$ cat src/rtl/aibcr3pnr_rstseq.sv
// Multi-channel reset synchronizer and staggered release sequencer; ch k releases SYNC_STAGES+HOLD+k*STAGGER edges after reset.
// Assertion is asynchronous on every channel; no backpressure, sw_rst_req restarts the hold window on any sampled edge.
module aibcr3pnr_rstseq #(
    parameter int NUM_CH         = 4,
    parameter int SYNC_STAGES    = 3,
    parameter int HOLD_CYCLES    = 8,
    parameter int STAGGER_CYCLES = 4
) (
    input  logic              clk,
    input  logic              rst,
    input  logic              scan_mode_n,
    input  logic [NUM_CH-1:0] rst_n_bypass,
    input  logic              sw_rst_req,
    output logic [NUM_CH-1:0] rst_n_sync,
    output logic              seq_done,
    output logic [1:0]        seq_state
);

    localparam int CNT_MAX = (HOLD_CYCLES > STAGGER_CYCLES) ? HOLD_CYCLES : STAGGER_CYCLES;
    localparam int CW      = $clog2(CNT_MAX + 1);
    localparam logic [CW-1:0] HOLD_LAST = CW'(HOLD_CYCLES - 1);
    localparam logic [CW-1:0] STAG_LAST = CW'(STAGGER_CYCLES - 1);
    localparam bit ONE_SHOT = (NUM_CH == 1) || (STAGGER_CYCLES == 0);

    typedef enum logic [1:0] {
        ST_RESET   = 2'd0,
        ST_HOLD    = 2'd1,
        ST_RELEASE = 2'd2,
        ST_DONE    = 2'd3
    } state_t;

    logic                   int_rst;
    logic [SYNC_STAGES-1:0] sync_q;
    logic                   sync_rise;
    state_t                 state_q, state_d;
    logic [CW-1:0]          cnt_q, cnt_d;
    logic [NUM_CH-1:0]      ch_q, ch_d;
    logic                   done_q, done_d;

    // In scan mode the tester owns the reset through bypass bit 0.
    assign int_rst = scan_mode_n ? rst : ~rst_n_bypass[0];

    always_ff @(posedge clk or posedge int_rst) begin
        if (int_rst) begin
            sync_q <= '0;
        end else begin
            sync_q <= {sync_q[SYNC_STAGES-2:0], 1'b1};
        end
    end

    assign sync_rise = sync_q[SYNC_STAGES-2] & ~sync_q[SYNC_STAGES-1];

    always_ff @(posedge clk or posedge int_rst) begin
        if (int_rst) begin
            state_q <= ST_RESET;
            cnt_q   <= '0;
            ch_q    <= '0;
            done_q  <= 1'b0;
        end else begin
            state_q <= state_d;
            cnt_q   <= cnt_d;
            ch_q    <= ch_d;
            done_q  <= done_d;
        end
    end

    always_comb begin
        state_d = state_q;
        cnt_d   = cnt_q;
        ch_d    = ch_q;
        done_d  = done_q;
        case (state_q)
            ST_RESET: begin
                if (sync_rise) begin
                    state_d = ST_HOLD;
                    cnt_d   = '0;
                end
            end
            ST_HOLD: begin
                if (cnt_q == HOLD_LAST) begin
                    cnt_d = '0;
                    if (ONE_SHOT) begin
                        ch_d    = '1;
                        done_d  = 1'b1;
                        state_d = ST_DONE;
                    end else begin
                        ch_d    = NUM_CH'(1);
                        state_d = ST_RELEASE;
                    end
                end else begin
                    cnt_d = cnt_q + CW'(1);
                end
            end
            ST_RELEASE: begin
                if (cnt_q == STAG_LAST) begin
                    cnt_d = '0;
                    // Thermometer shift keeps release strictly in channel order.
                    ch_d  = (ch_q << 1) | NUM_CH'(1);
                    if (&ch_d) begin
                        done_d  = 1'b1;
                        state_d = ST_DONE;
                    end
                end else begin
                    cnt_d = cnt_q + CW'(1);
                end
            end
            default: begin
            end
        endcase
        // A software request beats any release scheduled for the same edge.
        if (sw_rst_req && (state_q != ST_RESET)) begin
            state_d = ST_HOLD;
            cnt_d   = '0;
            ch_d    = '0;
            done_d  = 1'b0;
        end
    end

    assign rst_n_sync = scan_mode_n ? ch_q : rst_n_bypass;
    assign seq_done   = done_q;
    assign seq_state  = state_q;

endmodule

$ cat config.mk
export PLATFORM = sky130hd
export DESIGN_NAME = aibcr3pnr_rstseq
export DESIGN_NICKNAME = d
export VERILOG_FILES = /design/src/rtl/aibcr3pnr_rstseq.sv
export SDC_FILE = /design/constraint.sdc
export NUM_CORES = 1
export LEC_CHECK = 0
export ABC_AREA = 1
export ABC_CLOCK_PERIOD_IN_PS = 3000
export CELL_PAD_IN_SITES_DETAIL_PLACEMENT = 1
export CELL_PAD_IN_SITES_GLOBAL_PLACEMENT = 1
export CORE_UTILIZATION = 40
export CTS_CLUSTER_DIAMETER = 100
export DETAILED_ROUTE_END_ITERATION = 8
export PLACE_DENSITY_LB_ADDON = 0.15
export SYNTH_ARGS = -nofsm -noshare
export SYNTH_HDL_FRONTEND = slang
export SYNTH_SLANG_ARGS = --single-unit
$ cat constraint.sdc
create_clock -name clk -period 3 [get_ports clk]
set_clock_uncertainty 0.05 [all_clocks]
set_input_delay 0.45 -clock clk [delete_from_list [all_inputs] [get_ports clk]]
set_output_delay 0.45 -clock clk [all_outputs]
set_load 0.05 [all_outputs]
======== After elaboration in Yosys (flattened, before gate mapping) ========
Cells that the tools add are included.
word-level totals
  flip-flop bits (word level) ............. 14
  input port bits ......................... 8
  output and inout port bits .............. 7
  logic and storage cells ................. 51
operators by class
  $add $sub $neg .......................... 1
  equality and inequality tests ........... 8
  multiplexer cells ....................... 21
  bitwise logic cells ..................... 3
  reductions and logical operators ........ 13
operator list
  operator                                       count
  2-to-1 mux 4 bit                               8
  inequality test 3 bit, second input constant   4
  one-hot mux 4 bit (3 select lines)             1
  2-to-1 mux 2 bit                               5
  AND reduction 3 bit                            3
  one-hot mux 4 bit (2 select lines)             1
  nonzero test 2 bit                             4
  one-hot mux 2 bit (3 select lines)             1
  2-to-1 mux 1 bit                               5
  AND reduction 5 bit                            1
  adder 4 x 1 -> 4 bit, second input constant    1
  == test 4 x 2 -> 1 bit, second input constant  1
  == test 4 x 3 -> 1 bit, second input constant  1
  nonzero test 4 bit                             1
  nonzero test 3 bit                             1
  == test 2 x 1 -> 1 bit, second input constant  1
  == test 2 bit, second input constant           1
  zero test 2 bit                                1
  NOT 1 bit                                      2
  AND reduction 2 bit                            1
  AND 1 bit                                      1
  logical AND 1 bit                              1

======== Logic depth before layout (Yosys ltp) ========
  depth in word-level cells ............... 5
  mapped depth ............................ 10
  depth with buffers taken out ............ 10

======== Worst setup path after synthesis ========
Ideal clock, no wire load.
  path kind ............................... in2out
  from .................................... in scan_mode_n
  to ...................................... out rst_n_sync[0]
  arrival ................................. 1.514 ns
  data required time ...................... 2.500 ns
  slack ................................... 0.986 ns
  stages on the path ...................... 3
  buffers on the path ..................... 1
  path through ............................ clkbuf_1 nor2_1 a21oi_1
between the ends
  word-level cells in the longest chain between the ends .. 1
ends and longest elaborated chain
  item                RTL line  source
  start: declaration  11        input logic scan_mode_n,
  2-to-1 mux 4 bit    119       assign rst_n_sync = scan_mode_n ? ch_q : rst_n_bypass;
  end: declaration    14        output logic [NUM_CH-1:0] rst_n_sync,
No other way between the ends.

======== Final worst setup path ========
  from .................................... in scan_mode_n
  to ...................................... out rst_n_sync[2]
Same word-level chain as after synthesis.

==> results.tsv <==
metric	value	unit
overflow	0	
synth_top_area_share	39.5	%
seqCellArea	350	um^2
nets	142	
drt-initial-drc-count	11	
ir_worst_vdd	0.555	mV
cp.buffers_inverters	2	
n_antenna_cell	0	
maxSlewViolCount	0	
r2r-end	seq_state[0]	
crit_path_max_incr_delay	700	ps
cts-root-buf	clkbuf_4	
holdPathStages	0	
cp_top_family	buffers and inverters	
num_vias	730	
max-cap-violations	0	
ctsResizeCount	0	
crit_path_end_kind	primary output	
rsz0062_at_grt	false	
syn2layout_area_growth	22.6	%
yosysTopAreaCell	dfrtp_1	
drtPass1Iterations	3	
vias_per_cell	4.74	
core_area	0.00202	mm^2
cp.arrival	2130	ps
die_w	49.1	um
yosysWarnings	0	
hp-class	reg2reg	
fmax	381	MHz
hold_slack	304	ps
cpMostUsedCell	clkdlybuf4s50_1	
p_leak	0.546	nW
fin_crit	2630	ps
worstMarginPinSlew	499	ps
htree_levels	1	
crit_path_max_fanout	7	
setup_violations	0	
final_common_cell	nand2_1	
grt_antenna_before_repair	0	
holdCritStartpoint	sync_q[0]	
port_buffers	14	
hold-path-endpoint	sync_q[1]	
final_antenna_net_count	0	
synthCells	110	
fin_crit_sh	87.6	%
syn_nets	123	
cts_sinks	14	
routabilityCongestion	0.781	
cp_slowest_cell	clkdlybuf4s50_1	
postCtsHoldBufs	0	
critical_path_class	in2out	
setup_tns	0	ps
yosysUniqueCellTypes	21	
multi_input_area	475	um^2
drive_gt1_share	18.9	%
drc_errors	0	
power_density	962	mW/mm^2
grt_max_degree	15	
start_kind	input pin	
avgSynthCellArea	8.05	um^2
io_pins	15	
ys_ff_latch	14	
r2r_slack	1370	ps
cts_buffers	3	
grt_use_total	19.6	%
hold_viol	0	
post_cts.repair.setup_buffers	0	
rr_worst_depth	9	
worstReg2RegStart	seq_state[0]	
final.fill_count	255	
status	completed	
num_rows	16	
synth_area	886	um^2
start_util	43.8	%
routed_wl	2000	um
path_cells	clkdlybuf4s50_1 -> mux2_2 -> clkdlybuf4s50_1	
required	2500	ps
tritoncts	yes	
synthTopCellsByArea	dfrtp_1 (40%), nand2_1 (12%), nand2_4 (7.6%)	
insertion_delay	290	ps
yosysSeqAreaShare	39.5	%
grt_pass1_vias	755	
fp.dieH	49.1	um
wl_per_cell	13.0	um
dieArea	0.00241	mm^2
clockBufferDepth	2	
layout_common_cells	nand2_1 (29), dfrtp_1 (14), clkdlybuf4s50_1 (14)	
slew_headroom	66.7	%
clkTransAtPathRegs	80	ps
post-dp-hpwl	1570	um
grt_pass1_wl	3530	um
-- synth_stat cells, drive strengths merged --
cell,n
xor2,1
ha,5
nor2,7
o21ai,5
clkbuf,1
a21oi,4
nand2,40
nand3,12
o31ai,1
conb,1
nor3,2
mux2,2
dfrtp,14
inv,15
-- registers in the layout, indices dropped and copies added (netlist names) --
name / cells
ch_q: 4
cnt_q: 4
seq_done: 1
seq_state: 2
sync_q: 3
-- worst register-to-register path, cell delays in order, from the launching register on --
cell,delay [ps]
dfrtp_1,440
inv_1,110
ha_1,350
inv_1,60
nand2_1,70
nand2_2,120
nor2_4,160
nand2_2,60
nand2_1,50
nand2_1,40
-- power by group --
group	internal (mW)	leakage (nW)	switching [mW]
Sequential	0.233	0.179	0.0427
Clock	0.0467	0.0138	0.0638
Combinational	0.221	0.354	0.439
Total	0.500	0.546	0.545
-- through the flow --
step / instances / util [%] / power [mW] / worst slack (ps) / area [um^2]
2_1_floorplan: 110 / - / 0.776 / 986 / 886
3_3_place_gp: 151 / 52.6 / 0.921 / 404 / 1060
3_5_place_dp: 151 / 52.6 / 0.940 / 381 / 1060
4_1_cts: 154 / 53.7 / 1.06 / 384 / 1090
5_1_grt: 154 / 53.7 / 1.12 / 297 / 1090
6_report: 154 / 53.7 / 1.05 / 372 / 1090
-- cells by family after synthesis --
kind of cell    share of synthesized area (%)
simple gates                             36.3
buf+inv                                  6.78
other cells                             0.423
mux                                      2.54
xor+xnor                                0.989
flops                                    39.5
compound gates                           6.36
fa+ha+maj                                7.06
-- layout make-up --
| cell class | count | area share [%] |
|---|---|---|
| multi-input combinational | 80 | 43.8 |
| inverter | 15 | 5.18 |
| tap | 27 | 3.11 |
| sequential | 14 | 32.3 |
| clock buffer | 3 | 2.07 |
| timing repair buffer | 15 | 13.6 |
-- routing by layer --
metal / vias to the layer above / track usage [%] / share of wire [%]
met1: 343 / 25.9 / 51
met5: - / 0 / 0
met2: 6 / 30.1 / 46
met3: 4 / 3.74 / 1.8
met4: 0 / 10.3 / 1.2
li1: 377 / - / -
-- worst max path at each step --
stage,start,to,slack [ps],cells past startpoint
final,scan_mode_n,rst_n_sync[2],370,3
after global routing,scan_mode_n,rst_n_sync[0],300,4
after CTS,scan_mode_n,rst_n_sync[2],380,3
after detailed placement,scan_mode_n,rst_n_sync[2],380,3
after global placement,scan_mode_n,rst_n_sync[3],400,3
after floorplan,scan_mode_n,rst_n_sync[0],990,3
Power figures use the tool's default switching activity.
